**src/rtl/axis_to_uart_tx.sv**
```systemverilog
// AXI-stream to UART transmitter: FIFO-buffered bytes leave as framed serial data under CTS flow control.
// Define UART_TX_PARITY_EN to insert a parity bit after the data bits (sense set by PARITY_ODD).
module axis_to_uart_tx #(
    parameter real CLOCK_FREQ = 133000000.0,
    parameter real BAUD_RATE  = 115200.0,
    parameter int  DATA_BITS  = 8,
    parameter int  STOP_BITS  = 1,
    parameter int  FIFO_AW    = 4,
    parameter bit  PARITY_ODD = 1'b0
) (
    input  logic                 clock,
    input  logic                 reset,
    input  logic [DATA_BITS-1:0] idata,
    input  logic                 ivalid,
    output logic                 iready,
    output logic                 txd_pin,
    input  logic                 ctsn_pin,
    output logic                 busy,
    output logic [FIFO_AW:0]     level
);

    localparam int BAUD_RAW   = $rtoi(CLOCK_FREQ / BAUD_RATE + 0.5);
    localparam int BAUD_COUNT = (BAUD_RAW < 2) ? 2 : BAUD_RAW;
    localparam int BAUD_W     = $clog2(BAUD_COUNT);
    localparam int DEPTH      = 2 ** FIFO_AW;

    localparam logic [BAUD_W-1:0]  BAUD_LOAD = BAUD_W'(BAUD_COUNT - 1);
    localparam logic [BAUD_W-1:0]  BAUD_ONE  = BAUD_W'(1);
    localparam logic [FIFO_AW:0]   CNT_FULL  = (FIFO_AW+1)'(DEPTH);
    localparam logic [FIFO_AW:0]   CNT_ONE   = (FIFO_AW+1)'(1);
    localparam logic [FIFO_AW-1:0] PTR_ONE   = FIFO_AW'(1);
    localparam logic [3:0]         LAST_DATA = 4'(DATA_BITS - 1);
    localparam logic [3:0]         LAST_STOP = 4'(STOP_BITS - 1);

    typedef enum logic [2:0] {
        IDLE,
        START,
        DATA,
        PARITY,
        STOP
    } state_t;

    // Clear-to-send synchronizer; resets to the deasserted level.
    logic cts_meta_reg;
    logic cts_sync_reg;

    always_ff @(posedge clock or posedge reset) begin
        if (reset) begin
            cts_meta_reg <= 1'b1;
            cts_sync_reg <= 1'b1;
        end else begin
            cts_meta_reg <= ctsn_pin;
            cts_sync_reg <= cts_meta_reg;
        end
    end

    logic [DATA_BITS-1:0] mem [DEPTH];
    logic [DATA_BITS-1:0] rd_data_reg;
    logic [FIFO_AW-1:0]   wr_ptr_reg;
    logic [FIFO_AW-1:0]   rd_ptr_reg;
    logic [FIFO_AW:0]     count_reg;
    logic [FIFO_AW:0]     count_next;
    logic                 iready_reg;
    logic                 push;
    logic                 pop;
    logic                 fifo_empty;

    assign push       = ivalid & iready_reg;
    assign fifo_empty = (count_reg == '0);

    always_comb begin
        count_next = count_reg;
        if (push && !pop) begin
            count_next = count_reg + CNT_ONE;
        end else if (pop && !push) begin
            count_next = count_reg - CNT_ONE;
        end
    end

    always_ff @(posedge clock or posedge reset) begin
        if (reset) begin
            wr_ptr_reg <= '0;
            rd_ptr_reg <= '0;
            count_reg  <= '0;
            iready_reg <= 1'b0;
        end else begin
            if (push) begin
                wr_ptr_reg <= wr_ptr_reg + PTR_ONE;
            end
            if (pop) begin
                rd_ptr_reg <= rd_ptr_reg + PTR_ONE;
            end
            count_reg  <= count_next;
            iready_reg <= (count_next != CNT_FULL);
        end
    end

    // Storage and registered read port; the popped word is ready long before the first data bit.
    always_ff @(posedge clock) begin
        if (push) begin
            mem[wr_ptr_reg] <= idata;
        end
        if (pop) begin
            rd_data_reg <= mem[rd_ptr_reg];
        end
    end

    state_t               state_reg;
    state_t               state_next;
    logic [BAUD_W-1:0]    baud_cnt_reg;
    logic [BAUD_W-1:0]    baud_cnt_next;
    logic [3:0]           bit_cnt_reg;
    logic [3:0]           bit_cnt_next;
    logic [DATA_BITS-1:0] shift_reg;
    logic [DATA_BITS-1:0] shift_next;
    logic                 txd_reg;
    logic                 txd_next;
    logic                 busy_reg;
    logic                 busy_next;
    logic                 start_ok;
    logic                 bit_end;
`ifdef UART_TX_PARITY_EN
    logic                 parity_reg;
    logic                 parity_next;
`else
    logic                 unused_parity_cfg;
    assign unused_parity_cfg = PARITY_ODD;
`endif

    assign start_ok = !fifo_empty && !cts_sync_reg;
    assign bit_end  = (baud_cnt_reg == '0);

    always_ff @(posedge clock or posedge reset) begin
        if (reset) begin
            state_reg    <= IDLE;
            baud_cnt_reg <= '0;
            bit_cnt_reg  <= '0;
            shift_reg    <= '0;
            txd_reg      <= 1'b1;
            busy_reg     <= 1'b0;
`ifdef UART_TX_PARITY_EN
            parity_reg   <= 1'b0;
`endif
        end else begin
            state_reg    <= state_next;
            baud_cnt_reg <= baud_cnt_next;
            bit_cnt_reg  <= bit_cnt_next;
            shift_reg    <= shift_next;
            txd_reg      <= txd_next;
            busy_reg     <= busy_next;
`ifdef UART_TX_PARITY_EN
            parity_reg   <= parity_next;
`endif
        end
    end

    always_comb begin
        state_next    = state_reg;
        baud_cnt_next = baud_cnt_reg;
        bit_cnt_next  = bit_cnt_reg;
        shift_next    = shift_reg;
        pop           = 1'b0;
`ifdef UART_TX_PARITY_EN
        parity_next   = parity_reg;
`endif
        // The baud counter only moves inside a frame; each bit reloads it.
        if (state_reg != IDLE && !bit_end) begin
            baud_cnt_next = baud_cnt_reg - BAUD_ONE;
        end

        case (state_reg)
            IDLE: begin
                if (start_ok) begin
                    state_next    = START;
                    pop           = 1'b1;
                    baud_cnt_next = BAUD_LOAD;
                end
            end
            START: begin
                if (bit_end) begin
                    state_next    = DATA;
                    shift_next    = rd_data_reg;
                    bit_cnt_next  = '0;
                    baud_cnt_next = BAUD_LOAD;
`ifdef UART_TX_PARITY_EN
                    parity_next   = (^rd_data_reg) ^ PARITY_ODD;
`endif
                end
            end
            DATA: begin
                if (bit_end) begin
                    baud_cnt_next = BAUD_LOAD;
                    shift_next    = {1'b0, shift_reg[DATA_BITS-1:1]};
                    if (bit_cnt_reg == LAST_DATA) begin
                        bit_cnt_next = '0;
`ifdef UART_TX_PARITY_EN
                        state_next   = PARITY;
`else
                        state_next   = STOP;
`endif
                    end else begin
                        bit_cnt_next = bit_cnt_reg + 4'd1;
                    end
                end
            end
`ifdef UART_TX_PARITY_EN
            PARITY: begin
                if (bit_end) begin
                    state_next    = STOP;
                    bit_cnt_next  = '0;
                    baud_cnt_next = BAUD_LOAD;
                end
            end
`endif
            STOP: begin
                if (bit_end) begin
                    if (bit_cnt_reg == LAST_STOP) begin
                        // Chain straight into the next start bit when data and CTS allow.
                        if (start_ok) begin
                            state_next    = START;
                            pop           = 1'b1;
                            baud_cnt_next = BAUD_LOAD;
                        end else begin
                            state_next    = IDLE;
                        end
                    end else begin
                        bit_cnt_next  = bit_cnt_reg + 4'd1;
                        baud_cnt_next = BAUD_LOAD;
                    end
                end
            end
            default: begin
                state_next = IDLE;
            end
        endcase

        busy_next = (state_next != IDLE);
        case (state_next)
            START:   txd_next = 1'b0;
            DATA:    txd_next = shift_next[0];
`ifdef UART_TX_PARITY_EN
            PARITY:  txd_next = parity_next;
`endif
            default: txd_next = 1'b1;
        endcase
    end

    assign iready  = iready_reg;
    assign txd_pin = txd_reg;
    assign busy    = busy_reg;
    assign level   = count_reg;

endmodule

```
**config.mk**
```make
export PLATFORM = sky130hd
export DESIGN_NAME = axis_to_uart_tx
export DESIGN_NICKNAME = d
export VERILOG_FILES = /design/src/rtl/axis_to_uart_tx.sv
export SDC_FILE = /design/constraint.sdc
export NUM_CORES = 1
export LEC_CHECK = 0
export ABC_AREA = 1
export CAP_MARGIN = 20
export CORE_ASPECT_RATIO = 1.1
export CORE_MARGIN = 2
export CORE_UTILIZATION = 30
export DETAILED_ROUTE_END_ITERATION = 10
export PLACE_DENSITY = 0.43
export SYNTH_ARGS = -nofsm -noshare
export SYNTH_HDL_FRONTEND = slang
export SYNTH_SLANG_ARGS = --single-unit
```
**constraint.sdc**
```tcl
create_clock -name clock -period 4.7 [get_ports clock]
set_input_delay 1.175 -clock clock [delete_from_list [all_inputs] [get_ports clock]]
set_output_delay 1.175 -clock clock [all_outputs]
set_load 0.005 [all_outputs]
```
Word-level counts from Yosys, hierarchy flattened. Memory sizes are Yosys's and may differ from the RTL's. A register that Yosys moved wholly into a read port is not among the register bits. Cells that the tools add are included.

Memories kept: 1. Output and inout port bits: 8. RAM bits: 128. Register bits: 44. Logic and storage cells: 84.

Memory list: mem (depth 16, bits a word 8, rd ports 1, clocked after memory_dff 1, write ports 1, RTL line 57) `logic [DATA_BITS-1:0] mem [DEPTH];`.

Equality and inequality tests: 11. Reductions and logical operators: 20. Bitwise gates (word level): 1. Muxes and demuxes: 32. Add/subtract/negate cells: 6.

Operators with widths (count): $mux W11 (5); $pmux W11 S3 (1); $mux W4 (5); $mux W3 (6); $mux W8 (2); $pmux W8 S2 (1); $add A4 B1 Y4 const B (3); $pmux W3 S4 (1); $pmux W4 S3 (1); $logic_not A11 Y1 (1); $sub A11 B1 Y11 const B (1); $mux W5 (2); $reduce_bool A3 Y1 (3); $ne A2 B2 Y1 const B (4); $eq A3 B1 Y1 const B (2); $eq A3 B2 Y1 const B (2); $mux W1 (6); $add A5 B1 Y5 const B (1); $logic_not A1 Y1 (5); $logic_not A5 Y1 (1); $ne A5 B5 Y1 const B (1); $reduce_and A5 Y1 (1); $sub A5 B1 Y5 const B (1); $eq A4 B3 Y1 const B (1); other kinds (9) (13).

Depth between registers and ports, before layout.
Depth after elaboration: 11. Mapped depth: 16. Gate-level depth less buffers: 16.

Least setup slack after synthesis. No wires, ideal clock.

Kind: input port to flip-flop. From: input port ivalid. To: memory mem[0][0], enable pin. Buffers on the path: 1. Arrival time: 2.243 ns. Path slack: 2.087 ns. Data required time: 4.330 ns. Cell stages on the path: 5. Cell sequence: nand2_1 > inv_1 > clkbuf_1 > nand2_1 > nor2_1.

Cells in the longest elaborated chain, start to end: 3.

Ends and longest elaborated chain: start, declared (RTL line 14) `input logic ivalid,`; $and A1 B1 Y1 (RTL line 68) `assign push = ivalid & iready_reg;`; $mux W1 (RTL line 100) `if (push) begin`; $mux W1 (not written as such) (RTL line 101) `mem[wr_ptr_reg] <= idata;`; end, declared (RTL line 57).

No other way between the ends.

Final worst setup path.
From: input port ivalid. To: memory mem[4][4], enable pin.

The elaborated chain is that of the path after synthesis.

==> results.ini <==
[cts]
path_clk_slew_ns=0.08
clock_latency_ns=0.44
clock-sinks=180
postCtsSetupBuffers=0
clockBufferDepth=2
hold_buffers=0
cts_tree=yes
post_cts_resized=0
cts_root_buf=clkbuf_16
cts-htree-levels=4
cts_made_buffers=17

[final_layout]
design_area_um2=8780
syn_to_final_growth_pct=14.5
n_fill_cell=2498
largest_reg_flops=128
nets=713
n_antenna_cell=0
layout_commonest_cell=edfxtp_1
fin_util_pct=34.8
drive_gt1_share_pct=9.39
final_cell_mix=136 x edfxtp_1, 112 x nor2_1, 93 x o21ai_0

[drt]
ant_nets=0
wl_per_cell_um=18.8
firstDrtPassIters=5
remaining_drc_errors=0
dr.first_iter.drc_count=398
via_per_inst=4.96
drt-total-wl_mm=19.1
vias=5047

[sta]
fmax_ghz=0.332
worst_pin_slew_ns=1.09
period_needed_ns=3.01
setup_violations=0
maxSlewHeadroom_pct=27.5
hold_viol=0
fin_tns_setup_ns=0
final.period_utilization_pct=64.0
rsz0062_at_grt=false
worst_slack_ns=1.69
fin_skew_ns=0.0157
final_max_slew_viol_count=0

[yosys]
seq_area_frac_synth_pct=67.7
ys_types=38
yosysWarningCount=0
postSynthAreaPerCell_um2=11.4
synth_area_um2=7670
syn_inst=672
ys_ff_latch=180
synth_fp_nets=695

[pwr]
clkPwrFrac_pct=37.1
leakagePower_nw=3.19
peakVddDrop_v=0.000189
p_per_area_nw_per_um2=434
p_sw_share_pct=28.2
p_int_w=0.00273
p_seq_share_pct=51.2
combinationalPowerShare_pct=11.7
p_sw_w=0.00108

[setup_path]
arrival_ns=3.08
critPathKind=input pin to register
reg2regPathDepth=5
r2r_slack_ns=1.82
endpoint_kind=register
path_max_fanout=11
worstPathRequired_ns=4.78
startpoint_type=input pin

[run_status]
status=complete, no violations

[floorplanning]
initial_core_util_pct=30.4
dieArea_um2=26800
dieWidth_um=156
io_pins=20
core_um2=25200
std_cell_rows=61
die_h_um=172

[worst_hold_path]
min_path_cells=0
hold_path_class=register to register

[placement]
place.gp.congestion=0.812
io_buffer_count=19
place_area_um2=8160
hpwl_mm=12.9
dpl_worst_slack_ns=1.17

[global_route]
antenna_found_initial=0
grt_pass1_wl_mm=29.6
grt_pass1_vias=5007
grt_max_degree=69
grtUsageTotal_pct=15.0
overflow=0

[flow_run]
cap_violations=0

## cells by family after synthesis
kind of cell	share of synthesized area (%)
adder cells (fa/ha/maj)	1.80
flip-flops	67.7
AO/OA/AOI/OAI	11.3
buffers and inverters	4.18
AND/OR/NAND/NOR	13.7
XOR/XNOR	1.37
## metal layers
metal	global-route usage, %	vias up	share of wire (%)
li1	-	2399	-
met1	19.1	2506	44
met2	25.8	118	50
met3	2.34	24	3.4
met4	5.15	0	1.8
met5	0	-	0
## cell type report
| class | count | area, um2 | area share, % |
|---|---|---|---|
| inverters | 59 | 221 | 2.52 |
| repair buffers | 23 | 230 | 2.62 |
| multi-input cells | 409 | 2160 | 24.6 |
| clock inverters | 14 | 155 | 1.77 |
| well taps | 315 | 394 | 4.49 |
| clock buffers | 18 | 429 | 4.89 |
| flip-flops and latches | 180 | 5190 | 59.1 |
## power groups by stage
stage	Combinational [W]	Clock, W	Sequential (W)
floorplan	0.000275	0	0.00195
global placement	0.000449	0	0.00199
detailed placement	0.000449	0	0.00198
CTS	0.000451	0.00144	0.00195
global route	0.000502	0.00150	0.00197
finish	0.000447	0.00141	0.00195
## worst paths after layout
check / start / to
worst max-delay path: ivalid / mem[4][4]
worst min-delay path: cts_meta_reg / cts_sync_reg
worst max register to register: rd_ptr_reg[1] / rd_data_reg[1]
worst min register to register: cts_meta_reg / cts_sync_reg
max in group asynchronous: reset / txd_pin
min in group asynchronous: reset / baud_cnt_reg[7]
## synthesized netlist by cell type (all sizes together)
library cell    n  area [um2]
ha             11         138
or2             1        6.26
buf             2        16.3
dfrtp          41        1030
nor3b           1        18.8
o221ai          2        17.5
xnor2           1        8.76
nand2          61         265
o211ai          5        37.5
nor2          121         497
a21oi          10        53.8
nand3          28         163
edfxtp        136        4080
o22ai          39         244
clkbuf         22        82.6
nor3            8        40.0
clkinv          1        3.75
xor2           11        96.3
nand3b          1        7.51
inv            58         218
nand4           6        37.5
dfstp           3        78.8
or3             1        6.26
nor4            1        6.26
o21ai          99         499
a22oi           2        15.0
## critical path, cell delays in order
cell and delay, ns:
clkdlybuf4s50_1 0.46, nand2_1 0.21, inv_1 0.33, nand2_1 0.31, nor2_1 0.60
## metrics by stage
| stage | instances | hold slack (ns) | total power (W) |
|---|---|---|---|
| global route | 1018 | 0.369 | 0.00397 |
| global placement | 983 | 0.348 | 0.00244 |
| floorplan | 672 | 0.345 | 0.00223 |
| finish | 1018 | 0.360 | 0.00381 |
| CTS | 1015 | 0.358 | 0.00385 |
| detailed placement | 983 | 0.348 | 0.00243 |
Note: power is estimated with default switching activity, not from simulation.
